[src/rtl/pipe_shifter.sv]
// Pipelined barrel shifter: SLL/SRL/SRA/ROL/ROR over a log2(WIDTH)-stage cascade,
// largest shift first, with a valid/ready handshake and a global-advance stall.
module pipe_shifter #(
    parameter int WIDTH     = 32,
    parameter int SHW       = $clog2(WIDTH),
    parameter bit PIPELINED = 1'b1,
    parameter int TAG_W     = 5
) (
    input  logic             clock,
    input  logic             reset_n,
    input  logic             in_valid,
    output logic             in_ready,
    input  logic [WIDTH-1:0] in_data,
    input  logic [SHW-1:0]   in_shamt,
    input  logic [2:0]       in_mode,
    input  logic [TAG_W-1:0] in_tag,
    output logic             out_valid,
    input  logic             out_ready,
    output logic [WIDTH-1:0] out_data,
    output logic [TAG_W-1:0] out_tag,
    output logic             out_err
);

    logic adv;

    // One cascade stage: shift by 2^k when en is set; reserved modes pass through.
    function automatic logic [WIDTH-1:0] shift_stage(
        input logic [WIDTH-1:0] d,
        input int               k,
        input logic             en,
        input logic [2:0]       mode,
        input logic             sign
    );
        logic [WIDTH-1:0] ones;
        logic [WIDTH-1:0] res;
        int               s;
        ones = '1;
        s    = 1 << k;
        res  = d;
        if (en) begin
            case (mode)
                3'd0:    res = d << s;
                3'd1:    res = d >> s;
                3'd2:    res = (d >> s) | (sign ? ~(ones >> s) : '0);
                3'd3:    res = (d << s) | (d >> (WIDTH - s));
                3'd4:    res = (d >> s) | (d << (WIDTH - s));
                default: res = d;
            endcase
        end
        return res;
    endfunction

    assign adv      = out_ready | ~out_valid;
    assign in_ready = adv;

    if (PIPELINED) begin : g_pipe
        logic [SHW-1:0]   valid_reg;
        logic [WIDTH-1:0] data_reg  [SHW];
        logic [SHW-1:0]   shamt_reg [SHW];
        logic [2:0]       mode_reg  [SHW];
        logic             sign_reg  [SHW];
        logic [TAG_W-1:0] tag_reg   [SHW];

        logic             v_in   [SHW];
        logic [WIDTH-1:0] d_in   [SHW];
        logic [SHW-1:0]   sh_in  [SHW];
        logic [2:0]       m_in   [SHW];
        logic             sg_in  [SHW];
        logic [TAG_W-1:0] t_in   [SHW];
        logic [WIDTH-1:0] st_out [SHW];

        // Slot gi applies stage SHW-1-gi to whatever its predecessor holds.
        for (genvar gi = 0; gi < SHW; gi++) begin : g_stage
            if (gi == 0) begin : g_first
                assign v_in[gi]  = in_valid & in_ready;
                assign d_in[gi]  = in_data;
                assign sh_in[gi] = in_shamt;
                assign m_in[gi]  = in_mode;
                assign sg_in[gi] = in_data[WIDTH-1];
                assign t_in[gi]  = in_tag;
            end else begin : g_next
                assign v_in[gi]  = valid_reg[gi-1];
                assign d_in[gi]  = data_reg[gi-1];
                assign sh_in[gi] = shamt_reg[gi-1];
                assign m_in[gi]  = mode_reg[gi-1];
                assign sg_in[gi] = sign_reg[gi-1];
                assign t_in[gi]  = tag_reg[gi-1];
            end
            assign st_out[gi] = shift_stage(d_in[gi], SHW - 1 - gi, sh_in[gi][SHW-1-gi],
                                             m_in[gi], sg_in[gi]);
        end

        always_ff @(posedge clock) begin
            if (!reset_n) begin
                valid_reg <= '0;
                for (int i = 0; i < SHW; i++) begin
                    data_reg[i]  <= '0;
                    shamt_reg[i] <= '0;
                    mode_reg[i]  <= '0;
                    sign_reg[i]  <= 1'b0;
                    tag_reg[i]   <= '0;
                end
            end else if (adv) begin
                for (int i = 0; i < SHW; i++) begin
                    valid_reg[i] <= v_in[i];
                    data_reg[i]  <= st_out[i];
                    shamt_reg[i] <= sh_in[i];
                    mode_reg[i]  <= m_in[i];
                    sign_reg[i]  <= sg_in[i];
                    tag_reg[i]   <= t_in[i];
                end
            end
        end

        assign out_valid = valid_reg[SHW-1];
        assign out_data  = data_reg[SHW-1];
        assign out_tag   = tag_reg[SHW-1];
        assign out_err   = (mode_reg[SHW-1] > 3'd4);
    end else begin : g_flat
        logic [WIDTH-1:0] chain [SHW+1];
        logic             valid_reg;
        logic [WIDTH-1:0] data_reg;
        logic [TAG_W-1:0] tag_reg;
        logic             err_reg;

        assign chain[0] = in_data;
        for (genvar gi = 0; gi < SHW; gi++) begin : g_stage
            assign chain[gi+1] = shift_stage(chain[gi], SHW - 1 - gi, in_shamt[SHW-1-gi],
                                             in_mode, in_data[WIDTH-1]);
        end

        always_ff @(posedge clock) begin
            if (!reset_n) begin
                valid_reg <= 1'b0;
                data_reg  <= '0;
                tag_reg   <= '0;
                err_reg   <= 1'b0;
            end else if (adv) begin
                valid_reg <= in_valid & in_ready;
                data_reg  <= chain[SHW];
                tag_reg   <= in_tag;
                err_reg   <= (in_mode > 3'd4);
            end
        end

        assign out_valid = valid_reg;
        assign out_data  = data_reg;
        assign out_tag   = tag_reg;
        assign out_err   = err_reg;
    end

endmodule

[config.mk]
export PLATFORM = sky130hd
export DESIGN_NAME = pipe_shifter
export DESIGN_NICKNAME = d
export VERILOG_FILES = /design/src/rtl/pipe_shifter.sv
export SDC_FILE = /design/constraint.sdc
export NUM_CORES = 1
export LEC_CHECK = 0
export CAP_MARGIN = 20
export CORE_ASPECT_RATIO = 1.4
export CORE_MARGIN = 3
export CORE_UTILIZATION = 35
export DETAILED_ROUTE_END_ITERATION = 16
export DONT_BUFFER_PORTS = 1
export GPL_ROUTABILITY_DRIVEN = 0
export SYNTH_ARGS = -nofsm -noshare
export SYNTH_HDL_FRONTEND = slang
export SYNTH_SLANG_ARGS = --single-unit
[constraint.sdc]
create_clock -name clock -period 7.7 [get_ports clock]
set_clock_uncertainty 0.2 [all_clocks]
set_input_delay 0.77 -clock clock [delete_from_list [all_inputs] [get_ports clock]]
set_output_delay 0.77 -clock clock [all_outputs]
set_load 0.02 [all_outputs]
==> results.sh <==
export IMPL_clkSlewWorstSetupHoldPaths_ps=60
export IMPL_ff2ff_path_depth=6
export IMPL_synth_ff_type="edfxtp_1"
export IMPL_grt_max_degree=138
export IMPL_grt_pass1_vias=8037
export IMPL_r2r_start="g_pipe.valid_reg[4]$_SDFFE_PN0N_"
export IMPL_yosys_area_share_simple_pct=14.0
export IMPL_path_class="reg -> reg"
export IMPL_pre_cts_slack_ps=4550
export IMPL_setup_violations=0
export IMPL_syn_area_per_cell_um2=10.5
export IMPL_num_vias=8436
export IMPL_dieArea_um2=34900
export IMPL_regToRegSetupSlack_ps=4810
export IMPL_die_h_um=220
export IMPL_n_antenna_cell=0
export IMPL_coreArea_um2=31900
export IMPL_dp_final_hpwl_um=16900
export IMPL_synth_cell_area_um2=11400
export IMPL_worstPathArrival_ps=3040
export IMPL_synthMuxAreaShare_pct=0.962
export IMPL_antenna_found_initial=0
export IMPL_grt_pass1_wl_um=42700
export IMPL_yosysWarnings=0
export IMPL_cts_max_level=1
export IMPL_layout_setup_ws_ps=4810
export IMPL_crit_required_ps=7840
export IMPL_route_detailed_drc=0
export IMPL_ioPinCount=89
export IMPL_drv_cap=0
export IMPL_p_leak_uw=0.00436
export IMPL_avgRoutedWirePerCell_um=17.7
export IMPL_grt_usage_pct=14.4
export IMPL_switching_share_pct=24.2
export IMPL_die_x_um=159
export IMPL_dr_pass1_iters=5
export IMPL_rsz0062_at_grt="false"
export IMPL_power_density_nw_per_um2=227
export IMPL_clkSinkCount=219
export IMPL_startpoint_type="flop"
export IMPL_synthXorXnorAreaFrac_pct=0.743
export IMPL_hold_violations=0
export IMPL_clock_path_buffers=3
export IMPL_synth_enable_flop_cells=214
export IMPL_post_cts_resized=0
export IMPL_p_clk_share_pct=40.2
export IMPL_slew_violations=0
export IMPL_fmax_mhz=346
export IMPL_p_int_uw=2150
export IMPL_synth_nets=1141
export IMPL_crit_end="g_pipe.data_reg[0][106]$_SDFFCE_PN0P_"
export IMPL_crit_path_end_kind="flop"
export IMPL_port_buffers=0
export IMPL_routed_via_density=5.72
export IMPL_grt_overflow=0
export IMPL_slew_headroom_pct=22.9
export IMPL_drtAntennaViolNets=0
export IMPL_hold_path_class="in -> reg"
export IMPL_startpoint="g_pipe.valid_reg[4]$_SDFFE_PN0N_"
export IMPL_crit_fanout=96
export IMPL_clock_latency_ps=520
export IMPL_tightest_slew_ps=1160
export IMPL_synthAdderAreaFrac_pct=0.175
export IMPL_post_cts_buffers=0
export IMPL_synth_compound_area_share_pct=22.2
export IMPL_fill_cells=3051
export IMPL_cts_tree="yes"
export IMPL_cts_root_buf="clkbuf_16"
export IMPL_start_util_pct=35.9
export IMPL_postSynth_asyncResetShare_pct=0
export IMPL_cts_buffers=24
export IMPL_ys_seq_area_share_pct=57.0
export IMPL_synth_top_family_by_area="compound AO/OA/AOI/OAI gates"
export IMPL_drive_gt1_share_pct=7.49
export IMPL_wl_um=26100
export IMPL_ys_types=47
export IMPL_status="completed"
export IMPL_timing_final_crit_share_pct=37.6
export IMPL_vdd_drop_max_uv=128
export IMPL_setup_tns_ps=0
export IMPL_fin_crit_ps=2890
export IMPL_final_util_pct=39.2
export IMPL_rows=77
export IMPL_pwr_share_comb_pct=7.6
export IMPL_drtIter0Drc=778
export IMPL_ys_seq_elements=219
export IMPL_p_sw_uw=685
export IMPL_layout_nets=1073
export IMPL_synth_cells=1092
export IMPL_area_growth_syn_to_layout_pct=9.19
export IMPL_largest_reg_flops=160
export IMPL_hold_buffers=0
export IMPL_pwr_share_seq_pct=52.2
export IMPL_worstReg2RegEnd="g_pipe.data_reg[0][106]$_SDFFCE_PN0P_"
-- power groups by stage --
stage	Combinational [uW]	Sequential (uW)	Clock, uW
floorplan	190	1460	0
global route	244	1490	1220
CTS	212	1480	1180
detailed placement	211	1500	0
finish	215	1480	1140
global placement	203	1500	0
-- per-stage QoR --
stage / power (uW) / instances / instance area, um2 / hold WS [ps]
finish: 2830 / 1475 / 12500 / 186
global placement: 1700 / 1424 / 11600 / 247
detailed placement: 1710 / 1428 / 11600 / 266
CTS: 2860 / 1471 / 12400 / 162
floorplan: 1650 / 1092 / 11400 / 240
global route: 2950 / 1475 / 12500 / 156
-- how the worst min path moves through the flow --
| stage | start | end | slack, ps | cells past startpoint |
|---|---|---|---|---|
| 4_1_cts | reset_n | g_pipe.valid_reg[4]$_SDFFE_PN0N_ | 160 | 1 |
| 3_5_place_dp | g_pipe.valid_reg[0]$_SDFFE_PN0N_ | g_pipe.valid_reg[0]$_SDFFE_PN0N_ | 270 | 2 |
| 6_report | reset_n | g_pipe.valid_reg[4]$_SDFFE_PN0N_ | 190 | 1 |
| 2_1_floorplan | g_pipe.valid_reg[3]$_SDFFE_PN0N_ | g_pipe.valid_reg[4]$_SDFFE_PN0N_ | 240 | 1 |
| 3_3_place_gp | g_pipe.valid_reg[1]$_SDFFE_PN0N_ | g_pipe.valid_reg[2]$_SDFFE_PN0N_ | 250 | 2 |
| 5_1_grt | reset_n | g_pipe.valid_reg[4]$_SDFFE_PN0N_ | 160 | 1 |
-- cell usage after synthesis (all sizes together) (3+ instances only) --
master / count / area share (%)
o2bb2ai: 3 / 0.23
dfxtp: 5 / 0.87
buf: 45 / 2.4
a31oi: 110 / 6.0
xnor2: 4 / 0.37
o221a: 3 / 0.30
nand2: 248 / 8.1
mux2i: 11 / 0.96
a21oi: 41 / 1.8
o221ai: 99 / 7.6
o22ai: 19 / 1.0
o21ai: 66 / 2.9
nor2: 21 / 0.69
nand3: 20 / 0.87
xor2: 4 / 0.37
nor2b: 10 / 0.55
a21boi: 9 / 0.72
and3: 50 / 2.7
and2: 7 / 0.38
inv: 5 / 0.16
edfxtp: 214 / 56
clkbuf: 67 / 2.2
a221oi: 12 / 1.2
or2: 5 / 0.30
-- critical path: stages (launching register included) --
cell,delay (ps)
dfxtp_1,370
nor2b_1,260
inv_2,90
and2_4,430
buf_4,790
o221ai_1,280
a31oi_1,230
-- cell type report --
cell class                 instances  area [um2]  share of cell area [%]
multi-input combinational        756        4400                    35.2
clock buffer                      28         657                    5.26
timing repair buffer              18         209                    1.67
clock inverter                    15         141                    1.13
sequential                       219        6530                    52.2
inverter                           5        18.8                   0.150
tap                              434         543                    4.35
-- layout by cell type (no fill, tap or decap), types with 5 or more instances in the layout --
cell	netlist	routed
and2_1	7	6
buf_4	11	10
a221oi_2	6	6
mux2i_1	11	11
and3_1	50	50
o21ai_0	59	59
nor2b_1	10	9
buf_8	0	5
a31oi_1	110	110
clkinv_1	0	5
clkbuf_16	0	25
nand2_1	248	247
nor2_1	21	21
o21ai_1	7	7
nand3_1	20	20
a221oi_1	6	6
o22ai_1	19	19
dfxtp_1	5	5
clkinvlp_4	0	6
a21boi_0	7	7
o221ai_1	99	99
a21oi_1	41	41
edfxtp_1	214	214
-- routing by layer --
metal	GRT usage (%)	part of all wire (%)	up-vias
met5	0	0	-
met4	5.14	2.7	0
met3	2.01	4.9	49
met2	25.4	50	305
met1	18.1	42	3987
li1	-	-	4095
-- cell families (layout without fill, tap and decap cells) --
kind of cell,after synthesis,after routing
multiplexers,11,11
AO/OA/AOI/OAI,368,368
XOR/XNOR,8,8
AND/OR/NAND/NOR,367,367
flip-flops,219,219
buffers and inverters,117,66
adder cells (fa/ha/maj),2,2
No activity file was read; power rests on OpenSTA's default activity.
